<file path="config.mk">
export PLATFORM = sky130hd
export DESIGN_NAME = spike_detection_avalon
export DESIGN_NICKNAME = d
export VERILOG_FILES = /design/src/rtl/spike_detection_avalon.sv
export SDC_FILE = /design/constraint.sdc
export NUM_CORES = 2
export LEC_CHECK = 0
export ABC_AREA = 1
export CAP_MARGIN = 30
export CORE_MARGIN = 2
export CORE_UTILIZATION = 45
export CTS_CLUSTER_DIAMETER = 60
export CTS_CLUSTER_SIZE = 30
export DETAILED_ROUTE_END_ITERATION = 10
export GPL_TIMING_DRIVEN = 0
export HOLD_SLACK_MARGIN = 0.08
export PLACE_DENSITY = 0.68
export SETUP_SLACK_MARGIN = 0.15
export SLEW_MARGIN = 20
export SYNTH_ARGS = -nofsm -noshare
export SYNTH_HDL_FRONTEND = slang
export SYNTH_SLANG_ARGS = --single-unit
</file>
<file path="constraint.sdc">
create_clock -name avl_clk_i -period 19.21 [get_ports avl_clk_i]
set_input_delay 2.8815 -clock avl_clk_i [delete_from_list [all_inputs] [get_ports avl_clk_i]]
set_output_delay 2.8815 -clock avl_clk_i [all_outputs]
set_load 0.1 [all_outputs]
</file>
<file path="src/rtl/spike_detection_avalon.sv">
// Spike detector with an Avalon-MM slave for control, status and a 64-sample capture window.
// A sample deviating from the 16-sample running mean by more than THRESH triggers a capture.
`timescale 1ns/1ps
module spike_detection_avalon #(
    parameter int unsigned ERRNO = 0
) (
    input  logic        avl_clk_i,
    input  logic        avl_reset_i,
    input  logic [13:0] avl_address_i,
    input  logic [3:0]  avl_byteenable_i,
    input  logic        avl_write_i,
    input  logic [15:0] avl_writedata_i,
    input  logic        avl_read_i,
    output logic        avl_readdatavalid_o,
    output logic [15:0] avl_readdata_o,
    output logic        avl_waitrequest_o,
    output logic        avl_irq_o,
    input  logic [15:0] sample_i,
    input  logic        sample_valid_i
);

    localparam logic [15:0] IdValue     = 16'hCAFE;
    localparam logic [15:0] ThreshReset = 16'h0100;

    typedef enum logic [1:0] {StIdle, StCapture, StReady} state_e;

    state_e      state_q, state_d;
    logic        enable_q;
    logic [15:0] thresh_q;
    logic [15:0] count_q;
    logic [4:0]  fill_q;
    logic [5:0]  wr_idx_q;
    logic [19:0] sum_q, sum_d;
    logic [15:0] hist_q [16];
    logic [15:0] window_mem [64];
    logic        rdvalid_q;
    logic [15:0] rdata_q, rdata_d;

    logic        win_sel, ctrl_wr, ack_wr, thresh_wr, disable_wr;
    logic        accept, armed, spike, capture_wr;
    logic        capturing, window_ready, capture_start, capture_done;
    logic [17:0] sample_ext, mean_ext, diff, abs_diff;
    logic        unused_ok;

    assign unused_ok = ^{avl_byteenable_i, 1'(ERRNO != 0)};

    assign win_sel    = (avl_address_i[13:6] == 8'h40);
    assign ctrl_wr    = avl_write_i && (avl_address_i == 14'd1);
    assign ack_wr     = avl_write_i && (avl_address_i == 14'd3);
    assign thresh_wr  = avl_write_i && (avl_address_i == 14'd4);
    assign disable_wr = ctrl_wr && !avl_writedata_i[0];

    assign accept = enable_q && sample_valid_i;
    assign armed  = fill_q[4];

    // Mean excludes the current sample; 18 bits hold any 16-bit difference without overflow.
    assign sample_ext = {{2{sample_i[15]}}, sample_i};
    assign mean_ext   = {{2{sum_q[19]}}, sum_q[19:4]};
    assign diff       = sample_ext - mean_ext;
    assign abs_diff   = diff[17] ? (18'd0 - diff) : diff;
    assign spike      = armed && (abs_diff > {2'b00, thresh_q});

    assign sum_d = sum_q + {{4{sample_i[15]}}, sample_i} - {{4{hist_q[0][15]}}, hist_q[0]};

    // FSM state register
    always_ff @(posedge avl_clk_i) begin
        if (avl_reset_i) begin
            state_q <= StIdle;
        end else begin
            state_q <= state_d;
        end
    end

    // FSM next state
    always_comb begin
        state_d = state_q;
        unique case (state_q)
            StIdle: begin
                if (accept && spike && !disable_wr) state_d = StCapture;
            end
            StCapture: begin
                if (disable_wr) begin
                    state_d = StIdle;
                end else if (accept && (wr_idx_q == 6'd63)) begin
                    state_d = StReady;
                end
            end
            StReady: begin
                if (ack_wr) state_d = StIdle;
            end
            default: state_d = StIdle;
        endcase
    end

    // FSM outputs
    always_comb begin
        capturing     = (state_q == StCapture);
        window_ready  = (state_q == StReady);
        capture_start = (state_q == StIdle) && (state_d == StCapture);
        capture_done  = (state_q == StCapture) && (state_d == StReady);
        capture_wr    = (state_q == StCapture) && accept && !disable_wr;
    end

    always_ff @(posedge avl_clk_i) begin
        if (avl_reset_i) begin
            enable_q  <= 1'b0;
            thresh_q  <= ThreshReset;
            count_q   <= '0;
            fill_q    <= '0;
            wr_idx_q  <= '0;
            sum_q     <= '0;
            rdvalid_q <= 1'b0;
            rdata_q   <= '0;
            for (int i = 0; i < 16; i++) hist_q[i] <= '0;
        end else begin
            if (ctrl_wr) enable_q <= avl_writedata_i[0];
            if (thresh_wr) thresh_q <= avl_writedata_i;
            if (capture_done) count_q <= count_q + 16'd1;
            // Disabling disarms; enabling from disabled restarts the history fill.
            if (ctrl_wr && (!avl_writedata_i[0] || !enable_q)) begin
                fill_q <= '0;
            end else if (accept && !fill_q[4]) begin
                fill_q <= fill_q + 5'd1;
            end
            if (capture_start) begin
                wr_idx_q <= 6'd17;
            end else if (capture_wr) begin
                wr_idx_q <= wr_idx_q + 6'd1;
            end
            if (accept) begin
                for (int i = 0; i < 15; i++) hist_q[i] <= hist_q[i+1];
                hist_q[15] <= sample_i;
                sum_q      <= sum_d;
            end
            rdvalid_q <= avl_read_i;
            if (avl_read_i) rdata_q <= rdata_d;
        end
    end

    // Window storage carries no reset; every entry is rewritten before a window completes.
    always_ff @(posedge avl_clk_i) begin
        if (!avl_reset_i) begin
            if (capture_start) begin
                for (int i = 0; i < 16; i++) window_mem[i] <= hist_q[i];
                window_mem[16] <= sample_i;
            end else if (capture_wr) begin
                window_mem[wr_idx_q] <= sample_i;
            end
        end
    end

    always_comb begin
        rdata_d = '0;
        if (win_sel) begin
            rdata_d = window_mem[avl_address_i[5:0]];
        end else begin
            case (avl_address_i)
                14'd0:   rdata_d = IdValue;
                14'd1:   rdata_d = {15'd0, enable_q};
                14'd2:   rdata_d = {13'd0, capturing, window_ready, enable_q};
                14'd4:   rdata_d = thresh_q;
                14'd5:   rdata_d = count_q;
                default: rdata_d = '0;
            endcase
        end
    end

    assign avl_readdatavalid_o = rdvalid_q;
    assign avl_readdata_o      = rdata_q;
    assign avl_waitrequest_o   = 1'b0;
    assign avl_irq_o           = window_ready;

endmodule

</file>
# Word level (Yosys, flattened, before mapping)
# Memory sizes are Yosys's and may differ from the RTL's.
# Cells that the tools add are included.
# op_classes
magnitude_cmp	1
reduce_logical	26
add_sub_neg	7
mux	41
n_eq_ne	11
n_bitwise	16
# ops
operator	n
$mux W16	18
$pmux W16 S5	1
$eq A14 B2 Y1 const B	2
$eq A14 B3 Y1 const B	2
$add A20 B20 Y20	1
$sub A20 B20 Y20	1
$gt A18 B16 Y1	1
$mux W18	1
$sub A1 B17 Y18 const A	1
$sub A16 B16 Y17	1
$add A16 B1 Y16 const B	1
$or A1 B1 Y1	16
$reduce_or A16 Y1	1
$logic_and A1 B1 Y1	15
$eq A14 B1 Y1 const B	1
$logic_not A14 Y1	1
$mux W1	13
$mux W5	2
$eq A8 B7 Y1 const B	1
$mux W2	4
$add A6 B1 Y6 const B	1
$eq A6 B6 Y1 const B	1
$mux W6	1
$pmux W2 S3	1
8 further kinds	14
# word_totals
ff_bits	83
wordCells	114
ram_bits	1280
out_inout_bits	19
input_bits	55
n_memories	2
# mem_list
memory	words	width	rd	rd_clocked_by_memory_dff	wr	line	rtl
window_mem	64	16	1	0	17	35	logic [15:0] window_mem [64];
hist_q	16	16	16	0	16	34	logic [15:0] hist_q [16];

# Longest topological paths before layout
# depth
word_depth	16
depth_mapped	30

# Worst setup path before layout
# OpenSTA, ideal clock, no wires.
# synth_path
path_type	input port to flip-flop
startpoint	input port sample_valid_i
endpoint	memory hist_q[0][0] (enable)
required_ps	18489
t_arrival_ps	10398
setup_time_ps	721
cell_stages	5
slack_ps	8091
path_cell_list	nand2_1 inv_1 nor2_1 inv_2 clkbuf_1
# synth_rtl
element	line	rtl
start, declared	19	input logic sample_valid_i
end, declared	34	

==> impl_metrics.tcl <==
set metrics [dict create \
    outcome "finished, final reports clean" \
    slew_viol_final 0 \
    design.core.area_mm2 0.129 \
    clkLatencyLatePin_ns 0.75 \
    firstDrtPassIters 6 \
    port_buffers 65 \
    ys_seq_area_share_pct 68.7 \
    leakagePower_nw 24.1 \
    hpwl_mm 156 \
    antenna_found_initial 11 \
    root_buffer "clkbuf_16" \
    ant_nets 0 \
    cts.repair.resized 0 \
    grt_pass1_wl_mm 297 \
    grt_pass1_vias 39731 \
    yosys_warnings 0 \
    cts_hold_buf 0 \
    drt-initial-drc-count 9115 \
    ios 74 \
    start_kind "primary input" \
    synth_edf_count 1280 \
    maxSlewHeadroom_pct 23.7 \
    gp_congestion 1.06 \
    synth_top_area_share_pct 65.9 \
    synth-main-ff-cell "edfxtp_1" \
    drc 0 \
    cp-startpoint "sample_i[1]" \
    drive_above_1_share_pct 9.58 \
    rrSetupSlack_ns 13.63 \
    worst_slack_ns 10.22 \
    p_per_area_mw_per_mm2 93.5 \
    clock_path_buffers 3 \
    tns_ns 0 \
    routedWlPerCell_um 30.0 \
    syn_area_per_cell_um2 11.4 \
    async_flop_share_pct 0 \
    power.total_mw 6.21 \
    grt_max_degree 56 \
    crit_type "primary input to flop" \
    place_inst 7015 \
    rows 132 \
    vias 43648 \
    period_share_pct 46.8 \
    grt_usage_pct 32.1 \
    ys_ff_latch 1363 \
    dieArea_mm2 0.133 \
    synth_fp_nets 5253 \
    cts.sinks 1363 \
    htreeDepth 3 \
    yosysTopAreaCell "edfxtp_1" \
    post-route-util_pct 51.5 \
    r2r-start "sum_q[4]" \
    synthesis.instances 5121 \
    fmax_mhz 111 \
    clk_pin_slew_worst_paths_ns 0.08 \
    fin_cells 7213 \
    worst_slew_pin_slew_ns 1.14 \
    setup_viol 0 \
    synth.cell_area_mm2 0.0583 \
    start_util_pct 45.2 \
    whs_endpoint "sum_q[17]" \
    maxCapViolCount 0 \
    finClkSkew_ns 0.0444 \
    worstHoldPathCells 2 \
    cp_data_required_time_ns 19.65 \
    die_w_um 364 \
    hold_viol_final 0 \
    tritoncts "done" \
    min_period_ns 8.99 \
    hp-class "flop to flop" \
    rsz0062_at_grt "false" \
    numCtsBuffers 100 \
    die_y_um 364 \
    nets 5512 \
    r2r_cells 25 \
    globalRouteOverflowTotal 0 \
    cp.arrival_ns 9.43 \
    place_ws_ns 9.72 \
    area_growth_pct 14.0 \
    post_cts_buffers 0 \
    cp-end-kind "flop" \
    ys_types 63 \
    min-delay-start "sum_q[17]" \
    synth_area_leaders "edfxtp_1 (66%), nand2_1 (8.3%), inv_1 (3.1%), dfxtp_1 (2.8%), a22oi_1 (2.6%)" \
    r2r-end "window_mem[33][8]" \
    irDropWorstVdd_mv 0.0805 \
    vias_per_cell 6.05 \
    detail_route.wirelength_mm 216 \
    worstPathMaxFanout 50 \
]
power breakdown:
part,switching (mW),internal (mW)
Sequential,0.0226,3.27
Combinational,0.390,0.126
Clock,1.27,1.14
sequential cells by signal, indices dropped and copies added, names as in the netlist, 2 cells and up:
name            cells
thresh_q           16
state_q             2
hist_q            256
avl_readdata_o     16
sum_q              20
window_mem       1024
wr_idx_q            6
fill_q              5
count_q            16
worst max-delay path by stage:
stage	to
after global placement	sum_q[5]
after global routing	window_mem[33][8]
after CTS	window_mem[33][5]
after floorplan	hist_q[0][0]
final	window_mem[33][8]
after detailed placement	window_mem[33][9]
through the flow:
step	instance area, µm²	hold WS, ns
finish	66500	0.459
global route	66500	0.499
CTS	66400	0.458
detailed placement	62600	0.444
global placement	61200	0.442
floorplan	58300	0.426
cell type report:
type                       instances  area [µm²]
clock buffer                     101        2530
antenna                            4        10.0
buffer                           264        1230
sequential                      1363       40100
fill                           11197       62700
inverter                         502        1890
timing repair buffer             157        1880
tap                             1742        2180
clock inverter                    88        1290
multi-input combinational       2992       15400
placed cells by master, fill, tap and decap left out, types with 12 or more instances in the layout:
cell,n
inv_6,13
xor2_1,14
buf_8,32
edfxtp_1,1280
nand4_1,174
nor3_1,27
inv_2,12
dfxtp_1,83
buf_2,92
nor2_2,34
nand3_1,107
nand3b_1,12
o21ai_0,210
buf_1,44
nor2_1,345
clkbuf_2,12
a31oi_1,14
buf_6,54
inv_8,16
a21oi_1,119
a22oi_1,205
clkbuf_16,101
nor2_4,18
fa_1,20
clkdlybuf4s50_1,49
nand2_1,1290
a41oi_1,31
inv_1,483
clkbuf_1,108
o21ai_1,163
o211ai_1,30
ha_1,57
buf_4,15
a22o_1,13
clkinv_8,21
per-layer routing:
| metal | vias to the layer above | wire [µm] | global-route usage, % |
|---|---|---|---|
| met1 | 21089 | 78200 | 43.2 |
| met5 | - | 46 | 0 |
| li1 | 18441 | - | - |
| met4 | 6 | 15800 | 20.1 |
| met3 | 574 | 31400 | 8.49 |
| met2 | 3538 | 90800 | 46.3 |
worst max-delay path: stages:
cell      delay (ns)
buf_4           0.59
inv_1           0.40
clkbuf_1        0.54
fa_1            0.65
inv_1           0.12
nand4_1         0.14
nand2_1         0.15
nand2_1         0.08
nand2_1         0.07
nand2_1         0.09
a21oi_4         0.25
inv_2           0.06
buf_2           0.18
o21ai_0         0.12
nand4_1         0.12
nand2_1         0.09
inv_1           0.04
ha_1            0.29
nand2_1         0.07
nor3_1          0.17
nand3_1         0.12
o31ai_1         0.30
nand2_2         0.14
nand2_4         0.13
nand4_2         0.48
nor2_2          0.83
buf_6           0.24
synth_stat cells, types with 5 or more instances:
master / n
nor2_1: 391
ha_1: 57
buf_1: 52
o211ai_1: 30
a31oi_1: 14
nand4_1: 174
nand3b_1: 12
nand2_1: 1290
buf_2: 74
xor2_1: 14
buf_4: 5
dfxtp_1: 83
inv_2: 12
clkbuf_1: 118
a22o_1: 13
fa_1: 20
o22ai_1: 8
a41oi_1: 31
edfxtp_1: 1280
buf_6: 11
nand2_4: 9
nand2_2: 8
nor3_1: 28
a22oi_1: 205
nand3_1: 107
clkinv_1: 6
o31ai_1: 5
nor2_2: 6
a21oi_1: 119
o21ai_0: 212
nand3_2: 10
o21ai_1: 162
inv_1: 483
o221ai_1: 10
cells by family (layout without fill, tap and decap cells):
kind of cell | after synthesis | in the layout | synth area share (%)
compound gates | 826 | 826 | 8.62
xor+xnor | 18 | 18 | 0.270
other cells | 1 | 5 | 0.00643
flops | 1363 | 1363 | 68.7
simple gates | 2070 | 2070 | 15.2
fa+ha+maj | 77 | 77 | 1.91
buf+inv | 766 | 1112 | 5.30
Note: power is estimated with default switching activity, not from simulation.
